===== src/rtl/rvm_mem_arbiter.sv =====
// ---------------------------------------------------------------------------
// rvm_mem_arbiter
//
// Shares the single sram port of the rvm platform between two requesters:
// m0 (rvm_core) and m1 (program loader / debug port). Arbitration is
// round-robin, and m0 wins the first tie after reset. An accepted command is
// registered and held on the memory bus until the memory stops stalling. Read
// data and the error flag are then returned to the winner as a one-cycle ack.
//
// Optional feature: define RVM_ARB_TIMEOUT_EN to abort an access that has
// stalled for TIMEOUT_CYCLES cycles. The abort completes with err=1 and rdata=0.
//
// Handshake: mN_req is held together with its command until mN_gnt is seen
// high in the same cycle. gnt is combinational and only occurs in IDLE.
// Completion is signalled by a single-cycle mN_ack, and mN_rdata/mN_err are
// valid only while that ack is high (0 otherwise).
//
// Ports
//   clk, reset                   : clock, async active-high reset
//   mN_req/addr/wdata/ben/wen    : requester N command
//   mN_gnt                       : command accepted this cycle
//   mN_ack/rdata/err             : completion strobe and response
//   mem_cen/addr/wdata/ben/wen   : memory command (registered)
//   mem_rdata/stall/error        : memory response
//   dbg_state                    : current FSM state (0 IDLE, 1 ACCESS, 2 RESP)
// ---------------------------------------------------------------------------
module rvm_mem_arbiter #(
    parameter int ADDR_W         = 32,
    parameter int DATA_W         = 32,
    parameter int TIMEOUT_CYCLES = 255
) (
    input  logic                clk,
    input  logic                reset,
    input  logic                m0_req,
    input  logic [ADDR_W-1:0]   m0_addr,
    input  logic [DATA_W-1:0]   m0_wdata,
    input  logic [DATA_W/8-1:0] m0_ben,
    input  logic                m0_wen,
    input  logic                m1_req,
    input  logic [ADDR_W-1:0]   m1_addr,
    input  logic [DATA_W-1:0]   m1_wdata,
    input  logic [DATA_W/8-1:0] m1_ben,
    input  logic                m1_wen,
    output logic                m0_gnt,
    output logic                m1_gnt,
    output logic                m0_ack,
    output logic                m1_ack,
    output logic [DATA_W-1:0]   m0_rdata,
    output logic [DATA_W-1:0]   m1_rdata,
    output logic                m0_err,
    output logic                m1_err,
    output logic                mem_cen,
    output logic [ADDR_W-1:0]   mem_addr,
    output logic [DATA_W-1:0]   mem_wdata,
    output logic [DATA_W/8-1:0] mem_ben,
    output logic                mem_wen,
    input  logic [DATA_W-1:0]   mem_rdata,
    input  logic                mem_stall,
    input  logic                mem_error,
    output logic [1:0]          dbg_state
);

    typedef enum logic [1:0] {
        ST_IDLE   = 2'd0,
        ST_ACCESS = 2'd1,
        ST_RESP   = 2'd2
    } state_t;

    // Elaboration-time guard on the timeout range.
    if ((TIMEOUT_CYCLES < 1) || (TIMEOUT_CYCLES > 65535)) begin : g_bad_timeout
        $error("rvm_mem_arbiter: TIMEOUT_CYCLES must be in 1..65535");
    end

    state_t                r_state;
    logic                  r_rr_last;
    logic                  r_owner;
    logic [ADDR_W-1:0]     r_addr;
    logic [DATA_W-1:0]     r_wdata;
    logic [DATA_W/8-1:0]   r_ben;
    logic                  r_wen;
    logic [DATA_W-1:0]     r_rdata;
    logic                  r_err;
`ifdef RVM_ARB_TIMEOUT_EN
    localparam logic [15:0] TO_VAL = 16'(TIMEOUT_CYCLES);
    logic [15:0]           r_stall_cnt;
`endif

    logic w_idle;
    logic w_any;
    logic w_pick1;
    logic w_access;
    logic w_resp;

    // Grants are suppressed while reset is held, so that every output is 0 in reset.
    assign w_idle   = (r_state == ST_IDLE) && !reset;
    assign w_any    = m0_req | m1_req;
    // m1 wins when it is alone, or when both request and m0 was served last.
    assign w_pick1  = m1_req && (!m0_req || !r_rr_last);
    assign w_access = (r_state == ST_ACCESS);
    assign w_resp   = (r_state == ST_RESP);

    assign m0_gnt    = w_idle && w_any && !w_pick1;
    assign m1_gnt    = w_idle && w_any && w_pick1;
    assign m0_ack    = w_resp && !r_owner;
    assign m1_ack    = w_resp && r_owner;
    assign m0_rdata  = m0_ack ? r_rdata : '0;
    assign m1_rdata  = m1_ack ? r_rdata : '0;
    assign m0_err    = m0_ack & r_err;
    assign m1_err    = m1_ack & r_err;
    assign mem_cen   = w_access;
    assign mem_addr  = r_addr;
    assign mem_wdata = r_wdata;
    assign mem_ben   = r_ben;
    assign mem_wen   = r_wen & w_access;
    assign dbg_state = r_state;

    always_ff @(posedge clk or posedge reset) begin
        if (reset) begin
            r_state   <= ST_IDLE;
            r_rr_last <= 1'b1;
            r_owner   <= 1'b0;
            r_addr    <= '0;
            r_wdata   <= '0;
            r_ben     <= '0;
            r_wen     <= 1'b0;
            r_rdata   <= '0;
            r_err     <= 1'b0;
`ifdef RVM_ARB_TIMEOUT_EN
            r_stall_cnt <= '0;
`endif
        end else begin
            case (r_state)
                ST_IDLE: begin
                    if (w_any) begin
                        r_owner <= w_pick1;
                        r_addr  <= w_pick1 ? m1_addr  : m0_addr;
                        r_wdata <= w_pick1 ? m1_wdata : m0_wdata;
                        r_ben   <= w_pick1 ? m1_ben   : m0_ben;
                        r_wen   <= w_pick1 ? m1_wen   : m0_wen;
                        r_state <= ST_ACCESS;
`ifdef RVM_ARB_TIMEOUT_EN
                        r_stall_cnt <= '0;
`endif
                    end
                end
                ST_ACCESS: begin
                    if (!mem_stall) begin
                        // Captured for writes too; the requester ignores it.
                        r_rdata   <= mem_rdata;
                        r_err     <= mem_error;
                        r_rr_last <= r_owner;
                        r_state   <= ST_RESP;
                    end
`ifdef RVM_ARB_TIMEOUT_EN
                    else if (r_stall_cnt == TO_VAL) begin
                        r_rdata   <= '0;
                        r_err     <= 1'b1;
                        r_rr_last <= r_owner;
                        r_state   <= ST_RESP;
                    end else begin
                        r_stall_cnt <= r_stall_cnt + 16'd1;
                    end
`endif
                end
                ST_RESP: begin
                    r_state <= ST_IDLE;
                end
                default: begin
                    r_state <= ST_IDLE;
                end
            endcase
        end
    end

endmodule


===== config.mk =====
export PLATFORM = sky130hd
export DESIGN_NAME = rvm_mem_arbiter
export DESIGN_NICKNAME = d
export VERILOG_FILES = /design/src/rtl/rvm_mem_arbiter.sv
export SDC_FILE = /design/constraint.sdc
export NUM_CORES = 1
export LEC_CHECK = 0
export CORE_AREA = 2 2 124 126
export CTS_BUF_LIST = sky130_fd_sc_hd__clkbuf_4 sky130_fd_sc_hd__clkbuf_8
export CTS_CLUSTER_DIAMETER = 150
export DETAILED_ROUTE_END_ITERATION = 12
export DIE_AREA = 0 0 126 128
export GPL_TIMING_DRIVEN = 0
export PLACE_DENSITY = 0.8
export SYNTH_ARGS = -nofsm -noshare
export SYNTH_HDL_FRONTEND = slang
export SYNTH_SLANG_ARGS = --single-unit

===== constraint.sdc =====
create_clock -name clk -period 4.1 [get_ports clk]
set_input_delay 0.41 -clock clk [delete_from_list [all_inputs] [get_ports clk]]
set_output_delay 0.41 -clock clk [all_outputs]
set_load 0.1 [all_outputs]

==> impl_metrics.yaml <==
setup_path:
  end_kind: "output port"
  cp_slowest_stage_delay_ns: 1.14
  ff2ff_setup_slack_ns: 2.11
  rr_worst_depth: 6
  start_kind: "register"
  setup.worst_path.class: "reg -> out"
  r2r_end: "mem_wdata[6]$_DFFE_PP0P_"
  crit_fanout: 10
  crit_path_cell_trace: "nor3b_1 -> clkbuf_1 -> and2_1 -> clkdlybuf4s50_1"
  r2r-start: "dbg_state[0]$_DFFE_PP0P_"
  cp.required_ns: 3.69
  critical_path_arrival_ns: 3.28
  cpMaxStageDelayCell: "clkdlybuf4s50_1"
die:
  die_x_um: 126
  ios: 318
  dieArea_um2: 16100
  core-area_um2: 14900
  die_h_um: 128
  rows: 45
  start_util: 0.358
cts:
  clockRootBuffer: "clkbuf_8"
  clock_latency_ns: 0.37
  cts_max_path_buffers: 2
  cts_resized: 0
  cts.hold.buffers_added: 0
  clkTransAtPathRegs_ns: 0.09
  cts_tree: "yes"
  cts_made_buffers: 9
  post_cts_buffers: 0
  cts.sinks: 106
  htree_levels: 3
hold_path:
  hold_class: "in -> async"
detailed_routing:
  wl_per_cell_um: 17.1
  drt_iter0_drc: 117
  dr.pass1.iters: 4
  drt.antenna.violating_nets: 0
  totalWireLength_um: 15500
  drc: 0
  viasPerCell: 4.66
  num_vias: 4235
final_layout:
  layout_commonest_cell: "clkdlybuf4s50_1"
  final_cell_mix: "clkdlybuf4s50_1 (317), mux2_2 (152), dfrtp_1 (105), and2_1 (67), mux2_4 (20)"
  syn2layout_area_growth_pct: 68.2
  fin_nets: 891
  layout.cells.non_filler: 908
  diodes: 0
  drive_gt1_frac: 0.293
  nFillCells: 1168
  final_util: 0.603
grt:
  grt_usage: 0.190
  antenna_found_initial: 0
  grt-ovfl-total: 0
  grt_pass1_wl_um: 24200
  grt_max_degree: 67
  grt_pass1_vias: 4611
sta:
  slew_headroom: 0.297
  max_freq_ghz: 0.271
  skew_ns: 0.00866
  holdWs_ns: 0.483
  hold_violations: 0
  drv_slew: 0
  setup_viol: 0
  setup_ws_ns: 0.408
  fin_crit_sh: 0.900
  rsz0062_at_grt: "no"
  worst_pin_slew_ns: 1.05
  period_minus_slack_ns: 3.69
synth:
  yosysWarnings: 0
  synthesis.area_um2: 5330
  ys_ff_latch: 106
  yosysSeqAreaShare: 0.498
  syn_inst: 386
  syn_area_per_cell_um2: 13.8
  synth_cell_types: 23
  synth_fp_nets: 562
placed_design:
  routabilityCongestion: 0.821
  port_buffers: 317
  dp.cells: 892
  dp_hpwl_um: 12200
  dpl_worst_slack_ns: 0.565
job:
  maxCapViolCount: 0
run_status:
  status: "complete, no violations"
## logic make-up (layout without fill, tap and decap cells)
kind of cell / count (synthesis) / after routing / share of synthesized area
and+or+nand+nor: 76 / 76 / 0.0883
AOI/OAI and AO/OA: 5 / 5 / 0.00728
muxes: 172 / 172 / 0.378
DFF: 106 / 106 / 0.498
buffers and inverters: 27 / 361 / 0.0284
## final cells by class
type                    count  area [um^2]  area share
repair buffers            318         3200       0.357
flip-flops and latches    106         2650       0.296
multi-input cells         253         2520       0.281
well taps                 188          235      0.0263
clock buffers              13          154      0.0172
plain buffers              26          148      0.0165
clock inverters             3         40.0     0.00447
inverters                   1         6.26    0.000698
## synth_stat cells
cell | count | area [um^2]
buf_4 | 1 | 7.51
dfstp_2 | 1 | 26.3
and3b_1 | 1 | 8.76
dfrtp_1 | 105 | 2630
buf_6 | 2 | 22.5
nor3b_1 | 1 | 7.51
nor2_1 | 1 | 3.75
o21a_1 | 1 | 7.51
nand2_1 | 2 | 7.51
clkbuf_1 | 6 | 22.5
and3_1 | 1 | 6.26
mux2_4 | 20 | 300
a21boi_0 | 1 | 7.51
buf_2 | 16 | 80.1
o21ai_0 | 1 | 5.00
nor3_1 | 1 | 5.00
buf_8 | 1 | 15.0
a21bo_1 | 1 | 10.0
inv_1 | 1 | 3.75
a22o_1 | 1 | 8.76
and2_1 | 67 | 419
mux2_2 | 152 | 1710
nor2b_1 | 2 | 12.5
## stage by stage
| stage | setup TNS, ns | area [um^2] |
|---|---|---|
| floorplan | 0 | 5330 |
| global placement | -71.14 | 8730 |
| detailed placement | 0 | 8760 |
| CTS | 0 | 8960 |
| global route | 0 | 8960 |
| finish | 0 | 8960 |
## sequential cells by signal, summed over array words and instances (netlist names), 2 cells and up
register and flops:
dbg_state 2, mem_ben 4, r_rdata 32, mem_wdata 32
mem_addr 32
## worst max path at each step
stage / from / end / slack [ns] / depth (start not counted)
2_1_floorplan: reset / m1_gnt / 0.001 / 2
3_3_place_gp: reset / m1_gnt / -1.81 / 4
3_5_place_dp: reset / m1_gnt / 0.57 / 5
4_1_cts: dbg_state[0]$_DFFE_PP0P_ / m0_rdata[12] / 0.31 / 4
5_1_grt: dbg_state[0]$_DFFE_PP0P_ / m0_rdata[12] / 0.18 / 4
6_report: dbg_state[0]$_DFFE_PP0P_ / m0_rdata[12] / 0.41 / 4
## per-layer routing
| layer | GRT usage | wire length [um] |
|---|---|---|
| met1 | 0.206 | 5870 |
| met2 | 0.343 | 7890 |
| met3 | 0.0639 | 1500 |
| met4 | 0.0698 | 284 |
| met5 | 0 | 0 |
## critical path: cells and delay by family, from the launching register on
family / cells / cell delay, ns
flip-flops: 1 / 0.45
buffers and inverters: 2 / 1.52
AND/OR/NAND/NOR: 2 / 0.95
Power is not shown: default switching activity piles up to over one toggle a cycle in this logic, so the estimate is an artifact.
